[src/rtl/lsu_ctrl.sv]
`default_nettype none
// ============================================================================
//  Module      : lsu_ctrl
//  Description : Load/store unit controller between the MEM stage and the
//                data-memory port. Checks alignment, builds word address,
//                byte enables and lane-replicated store data, runs a
//                valid/ready handshake with a bounded wait, and returns
//                lane-shifted, sign/zero-extended load data.
//  Revision    : 1.0 - initial release
// ============================================================================
module lsu_ctrl #(
  parameter int unsigned TIMEOUT = 16
) (
  input  logic        clk,
  input  logic        reset,
  input  logic        req_valid,
  input  logic        req_we,
  input  logic [2:0]  req_funct3,
  input  logic [31:0] req_addr,
  input  logic [31:0] req_wdata,
  output logic        stall,
  output logic        rsp_valid,
  output logic [31:0] rsp_data,
  output logic        exc_misaligned,
  output logic        exc_timeout,
  output logic        dmem_valid,
  output logic        dmem_we,
  output logic [31:0] dmem_addr,
  output logic [3:0]  dmem_be,
  output logic [31:0] dmem_wdata,
  input  logic        dmem_ready,
  input  logic [31:0] dmem_rdata
);

  typedef enum logic [1:0] {
    S_IDLE = 2'd0,
    S_BUSY = 2'd1,
    S_DONE = 2'd2
  } state_t;

  // Last BUSY cycle index before the wait is abandoned.
  localparam logic [7:0] c_cnt_last = 8'(TIMEOUT - 1);

  state_t      state_q, state_d;
  logic [7:0]  cnt_q, cnt_d;
  logic [1:0]  off_q, off_d;
  logic [2:0]  funct3_q, funct3_d;
  logic        dmem_valid_q, dmem_valid_d;
  logic        dmem_we_q, dmem_we_d;
  logic [31:0] dmem_addr_q, dmem_addr_d;
  logic [3:0]  dmem_be_q, dmem_be_d;
  logic [31:0] dmem_wdata_q, dmem_wdata_d;
  logic        rsp_valid_q, rsp_valid_d;
  logic [31:0] rsp_data_q, rsp_data_d;
  logic        exc_mis_q, exc_mis_d;
  logic        exc_tmo_q, exc_tmo_d;

  logic        w_illegal;
  logic [3:0]  w_be;
  logic [31:0] w_wdata;
  logic [31:0] w_lane;
  logic [31:0] w_ext;

  // Decode the incoming request: legality, byte enables and replicated store data.
  always_comb begin
    w_illegal = 1'b0;
    case (req_funct3)
      3'b000, 3'b100: w_illegal = 1'b0;
      3'b001, 3'b101: w_illegal = req_addr[0];
      3'b010:         w_illegal = (req_addr[1:0] != 2'b00);
      default:        w_illegal = 1'b1;
    endcase
    // Unsigned widths have no store form.
    if (req_we && req_funct3[2]) w_illegal = 1'b1;

    w_be    = 4'b1111;
    w_wdata = req_wdata;
    case (req_funct3[1:0])
      2'b00: begin
        w_be    = 4'b0001 << req_addr[1:0];
        w_wdata = {4{req_wdata[7:0]}};
      end
      2'b01: begin
        w_be    = req_addr[1] ? 4'b1100 : 4'b0011;
        w_wdata = {2{req_wdata[15:0]}};
      end
      default: begin
        w_be    = 4'b1111;
        w_wdata = req_wdata;
      end
    endcase
  end

  // Shift the addressed lane down and extend it from the lane's own MSB.
  always_comb begin
    w_lane = dmem_rdata >> {off_q, 3'b000};
    case (funct3_q)
      3'b000:  w_ext = {{24{w_lane[7]}}, w_lane[7:0]};
      3'b001:  w_ext = {{16{w_lane[15]}}, w_lane[15:0]};
      3'b100:  w_ext = {24'd0, w_lane[7:0]};
      3'b101:  w_ext = {16'd0, w_lane[15:0]};
      default: w_ext = w_lane;
    endcase
  end

  // Next-state and next-output logic for the IDLE/BUSY/DONE sequencer.
  always_comb begin
    state_d      = state_q;
    cnt_d        = cnt_q;
    off_d        = off_q;
    funct3_d     = funct3_q;
    dmem_valid_d = dmem_valid_q;
    dmem_we_d    = dmem_we_q;
    dmem_addr_d  = dmem_addr_q;
    dmem_be_d    = dmem_be_q;
    dmem_wdata_d = dmem_wdata_q;
    rsp_valid_d  = 1'b0;
    rsp_data_d   = rsp_data_q;
    exc_mis_d    = 1'b0;
    exc_tmo_d    = 1'b0;

    case (state_q)
      S_IDLE: begin
        if (req_valid) begin
          if (w_illegal) begin
            state_d     = S_DONE;
            rsp_valid_d = 1'b1;
            exc_mis_d   = 1'b1;
            rsp_data_d  = 32'd0;
          end else begin
            state_d      = S_BUSY;
            cnt_d        = 8'd0;
            off_d        = req_addr[1:0];
            funct3_d     = req_funct3;
            dmem_valid_d = 1'b1;
            dmem_we_d    = req_we;
            dmem_addr_d  = {req_addr[31:2], 2'b00};
            dmem_be_d    = w_be;
            dmem_wdata_d = w_wdata;
          end
        end
      end
      S_BUSY: begin
        if (dmem_ready) begin
          state_d      = S_DONE;
          dmem_valid_d = 1'b0;
          rsp_valid_d  = 1'b1;
          rsp_data_d   = dmem_we_q ? 32'd0 : w_ext;
        end else if (cnt_q == c_cnt_last) begin
          state_d      = S_DONE;
          dmem_valid_d = 1'b0;
          rsp_valid_d  = 1'b1;
          exc_tmo_d    = 1'b1;
          rsp_data_d   = 32'd0;
        end else begin
          cnt_d = cnt_q + 8'd1;
        end
      end
      default: begin
        state_d = S_IDLE;
      end
    endcase
  end

  // State and registered outputs; reset drops everything immediately.
  always_ff @(posedge clk or posedge reset) begin
    if (reset) begin
      state_q      <= S_IDLE;
      cnt_q        <= 8'd0;
      off_q        <= 2'd0;
      funct3_q     <= 3'd0;
      dmem_valid_q <= 1'b0;
      dmem_we_q    <= 1'b0;
      dmem_addr_q  <= 32'd0;
      dmem_be_q    <= 4'd0;
      dmem_wdata_q <= 32'd0;
      rsp_valid_q  <= 1'b0;
      rsp_data_q   <= 32'd0;
      exc_mis_q    <= 1'b0;
      exc_tmo_q    <= 1'b0;
    end else begin
      state_q      <= state_d;
      cnt_q        <= cnt_d;
      off_q        <= off_d;
      funct3_q     <= funct3_d;
      dmem_valid_q <= dmem_valid_d;
      dmem_we_q    <= dmem_we_d;
      dmem_addr_q  <= dmem_addr_d;
      dmem_be_q    <= dmem_be_d;
      dmem_wdata_q <= dmem_wdata_d;
      rsp_valid_q  <= rsp_valid_d;
      rsp_data_q   <= rsp_data_d;
      exc_mis_q    <= exc_mis_d;
      exc_tmo_q    <= exc_tmo_d;
    end
  end

  // Stall is held off during reset so the pipeline is never frozen by a dropped access.
  assign stall          = ~reset & (((state_q == S_IDLE) & req_valid) | (state_q == S_BUSY));
  assign rsp_valid      = rsp_valid_q;
  assign rsp_data       = rsp_data_q;
  assign exc_misaligned = exc_mis_q;
  assign exc_timeout    = exc_tmo_q;
  assign dmem_valid     = dmem_valid_q;
  assign dmem_we        = dmem_we_q;
  assign dmem_addr      = dmem_addr_q;
  assign dmem_be        = dmem_be_q;
  assign dmem_wdata     = dmem_wdata_q;

endmodule
`default_nettype wire
[config.mk]
export PLATFORM = sky130hd
export DESIGN_NAME = lsu_ctrl
export DESIGN_NICKNAME = d
export VERILOG_FILES = /design/src/rtl/lsu_ctrl.sv
export SDC_FILE = /design/constraint.sdc
export NUM_CORES = 1
export LEC_CHECK = 0
export ABC_CLOCK_PERIOD_IN_PS = 4100
export CAP_MARGIN = 30
export CORE_MARGIN = 2
export CORE_UTILIZATION = 40
export CTS_CLUSTER_SIZE = 10
export DETAILED_ROUTE_END_ITERATION = 16
export GPL_ROUTABILITY_DRIVEN = 0
export PLACE_DENSITY_LB_ADDON = 0.25
export SYNTH_ARGS = -nofsm -noshare
export SYNTH_HDL_FRONTEND = slang
export SYNTH_SLANG_ARGS = --single-unit
[constraint.sdc]
create_clock -name clk -period 4.1 [get_ports clk]
set_clock_uncertainty 0.15 [all_clocks]
set_input_delay 1.025 -clock clk [delete_from_list [all_inputs] [get_ports clk]]
set_output_delay 1.025 -clock clk [all_outputs]
set_load 0.03 [all_outputs]
== Word-level counts from Yosys, hierarchy flattened ==
Cells that the tools add are included.

* Register bits after elaboration: 118
* Output and inout bits: 106
* Word-level logic and storage cells: 86
* Input bits: 104

* Bitwise logic cells: 5
* Mux-type cells: 35
* Eq/ne operators: 16
* Reduce and logical (&&, ||, !) cells: 14
* Add/subtract/negate cells: 1
* Shifts and indexed selects: 2

{| class="wikitable"
|+ Operators with widths
! cell !! number
|-
| $mux 32 || 5
|-
| $pmux 32 s2 || 2
|-
| $pmux 32 s4 || 1
|-
| $mux 8 || 4
|-
| $shr 32x5->32 || 1
|-
| $pmux 8 s2 || 1
|-
| $eq 3x3->1 const B || 4
|-
| $mux 1 || 12
|-
| $ne 2x2->1 const B || 5
|-
| $add 8x1->8 const B || 1
|-
| $eq 8x4->1 const B || 1
|-
| $mux 2 || 4
|-
| $pmux 4 s2 || 1
|-
| $reduce_and 4->1 || 2
|-
| $eq 3x1->1 const B || 2
|-
| $logic_not 3->1 || 2
|-
| $reduce_and 5->1 || 1
|-
| $eq 2x1->1 const B || 2
|-
| $logic_not 2->1 || 2
|-
| $mux 4 || 1
|-
| $pmux 1 s2 || 2
|-
| $pmux 2 s2 || 1
|-
| $reduce_bool 2->1 || 2
|-
| $reduce_or 2->1 || 2
|-
| 10 further kinds || 12
|}

== Depth between registers and ports, before layout ==
* Word-level depth: 7
* Depth in mapped cells: 8

== Least setup slack after synthesis ==
Ideal clock, no wire load.

* Kind: input to output
* Start point: input req_valid
* End point: output stall
* Arrival: 1.706 ns
* Stages on the path: 2
* Setup slack: 1.219 ns
* Data required time: 2.925 ns
* Cells stage by stage: nor2_1 -> nor3_1

* Cells in the longest elaborated chain, start to end: 3

{| class="wikitable"
|+ Ends and longest elaborated chain
! item !! line !! text
|-
| start: declaration || 16 || <nowiki>input logic req_valid,</nowiki>
|-
| $and 1x1->1 || 199 || <nowiki>assign stall = ~reset & (((state_q == S_IDLE) & req_valid) | (state_q == S_BUSY));</nowiki>
|-
| $or 1x1->1 || 199 ||
|-
| $and 1x1->1 || 199 ||
|-
| end: declaration || 21 || <nowiki>output logic stall,</nowiki>
|}

Every way passes these cells.

== Worst setup path after layout ==
Same ends and word-level chain as after synthesis.

==> impl_metrics.toml <==
[die]
ios = 210
die_h_microns = 122
die_x_microns = 122
core_sq_um = 13700
die_area_sq_um = 14900
start_util = 0.406
rows = 43

[route]
drtAntennaViolNets = 0
drt-pass1-iter-count = 5
via_per_inst = 5.10
route.detailed.drc = 0
drt-initial-drc-count = 331
finalWirelength_mm = 15.4
dr_total_vias = 4941
routedWlPerCell_microns = 15.9

[layout]
final_cell_area_sq_um = 8300
nets = 886
syn_to_final_growth_pct = 49.0
drive_above_1_share = 0.0697
antennaDiodeCount = 0

[clock_network]
cts_tree = "done"
post_cts_buffers = 0
htreeDepth = 4
cts_num_sinks = 118
cts-root-buf = "clkbuf_16"
path_clk_slew_ns = 0.05
hold_buffers = 0
cts_resized = 0
clock_latency_ns = 0.41
numCtsBuffers = 17
clockBufferDepth = 2

[timing]
worst_pin_slew_ns = 0.951
fin_crit_sh = 0.905
timing.setup.tns_ns = 0
max_freq_mhz = 270
slew_headroom = 0.366
rsz0062_at_grt = "false"
hold_ws_ns = 0.318
period_minus_slack_ns = 3.71
timing.final.hold_violations = 0
slew_violations = 0
setup_violations = 0

[run_status]
outcome = "finished clean"

[critical_path]
worst_ep_required_time_ns = 2.92
cp-end-kind = "primary output"
start_kind = "primary input"
reg2reg_from = "state_q[1]$_DFFE_PP0P_"
arrival_ns = 2.53
crit_type = "in2out"
reg2reg_depth = 5
cp_max_fo = 7
r2r-end = "rsp_data[25]$_DFFE_PP0P_"
reg2reg_slack_ns = 1.74

[job]
drv_cap = 0

[yosys]
synth_top_area_cell = "dfrtp_1"
synth_compound_area_frac = 0.145
ys_seq_area_frac = 0.530
yosys.area_share.simple = 0.192
synthArstFlopShare = 1.00
synth_edf_count = 0
yosys_warnings = 0
synthAdderAreaFrac = 0.00225
syn_inst = 583
synth.cell_area_sq_um = 5570
synth_ff_type = "dfrtp_1"
ys_top_cells_by_area = "dfrtp_1 53%, nand2_1 13%, mux2i_1 7.9%"
muxShareOfSynthArea = 0.0811
post-synth-top-area-fraction = 0.530
ys_seq_elements = 118
avgSynthCellArea_sq_um = 9.56
synth.distinct_cells = 50
synth_top_family_by_area = "simple AND/OR/NAND/NOR gates"
synthXorXnorAreaFrac = 0.00629

[place]
dp_hpwl_mm = 10.9
place_area_sq_um = 7760
io_buffers = 207

[global_routing]
grt_max_degree = 119
antenna_found_initial = 0
grt_pass1_vias = 4922
track_usage = 0.213
gr-total-overflow = 0
grt_pass1_wl_mm = 24.6

[hold_path]
hold_class = "reg2reg"
worstHoldStart = "dmem_addr[25]$_DFFE_PP0P_"
whs_endpoint = "dmem_addr[25]$_DFFE_PP0P_"
whs_path_depth = 2

[power]
ir_worst_vdd_mv = 0.370
p_leak_nw = 3.82
power_density_nw_per_um2 = 628
==> state kept, by name, summed over array words and instances, names as in the netlist <==
| signal | cells |
|---|---|
| rsp_data | 32 |
| dmem_we | 1 |
| rsp_valid | 1 |
| cnt_q | 8 |
| exc_timeout | 1 |
| dmem_wdata | 32 |
| off_q | 2 |
| dmem_be | 4 |
| exc_misaligned | 1 |
| dmem_valid | 1 |
| state_q | 2 |
| dmem_addr | 30 |
| funct3_q | 3 |
==> critical path, stage by stage <==
cell             delay, ns
clkdlybuf4s50_1       0.59
nor2_1                0.08
nor3_1                0.15
clkdlybuf4s50_1       0.70
==> worst max-delay path by stage <==
stage                         start  endpoint  slack, ns
after floorplan           req_valid     stall       1.22
final                     req_valid     stall       0.39
after global routing      req_valid     stall       0.31
after CTS                 req_valid     stall       0.38
after detailed placement  req_valid     stall       0.38
after global placement    req_valid     stall       0.39
==> through the flow <==
| step | instances | total power [mW] | worst slack [ns] | util |
|---|---|---|---|---|
| floorplan | 584 | 2.94 | 1.22 | - |
| global placement | 942 | 3.82 | 0.387 | 0.565 |
| global route | 969 | 5.50 | 0.314 | 0.605 |
| finish | 969 | 5.22 | 0.391 | 0.605 |
| CTS | 969 | 5.26 | 0.382 | 0.605 |
| detailed placement | 942 | 3.86 | 0.381 | 0.565 |
==> synth_stat cells, types with 2 or more instances <==
| library cell | n |
|---|---|
| a21oi_1 | 24 |
| o21ai_0 | 51 |
| xnor2_1 | 4 |
| a221o_1 | 6 |
| dfrtp_1 | 118 |
| and3_1 | 3 |
| o311ai_0 | 2 |
| clkbuf_1 | 11 |
| a211o_1 | 16 |
| buf_2 | 19 |
| nor2b_1 | 9 |
| nand2_1 | 186 |
| nand3_1 | 4 |
| nor3_1 | 3 |
| inv_1 | 10 |
| nor2_1 | 29 |
| a32o_1 | 7 |
| a2111oi_2 | 2 |
| mux2i_1 | 44 |
| buf_6 | 3 |
| a221o_2 | 2 |
| buf_4 | 2 |
==> layout make-up <==
cell class | count | area, sq um
Timing Repair Buffer | 215 | 2140
Tap cell | 180 | 225
Clock inverter | 4 | 47.5
Multi-Input combinational cell | 419 | 2390
Fill cell | 1179 | 5420
Inverter | 10 | 41.3
Clock buffer | 23 | 498
Sequential cell | 118 | 2950
==> where the power goes <==
| part | switching [mW] | internal, mW |
|---|---|---|
| clock network | 0.485 | 0.892 |
| registers | 0.220 | 1.50 |
| logic | 1.24 | 0.880 |
| total | 1.94 | 3.27 |
==> kinds of logic after synthesis <==
logic type / after synthesis
AO/OA/AOI/OAI: 119
adder cells (fa/ha/maj): 1
AND/OR/NAND/NOR: 248
flip-flops: 118
XOR/XNOR: 4
buffers and inverters: 47
other: 1
multiplexers: 45
==> cell usage in the layout (no fill, tap or decap), types with 4 or more instances in the layout <==
cell,synthesis,final
buf_4,2,7
o21ai_0,51,51
a21oi_1,24,24
dfrtp_1,118,118
a211o_1,16,16
nand3_1,4,4
clkbuf_16,0,17
a221o_1,6,6
xnor2_1,4,4
nand2_1,186,185
clkdlybuf4s50_1,0,207
clkbuf_8,0,5
inv_1,10,9
nor2_1,29,28
a32o_1,7,7
nor2b_1,9,9
mux2i_1,44,44
==> layer usage <==
metal	wire (microns)	track usage
met1	6440	0.267
met2	7200	0.333
met3	1580	0.0913
met4	223	0.0661
met5	0	0
No activity file was read; power rests on OpenSTA's default activity.
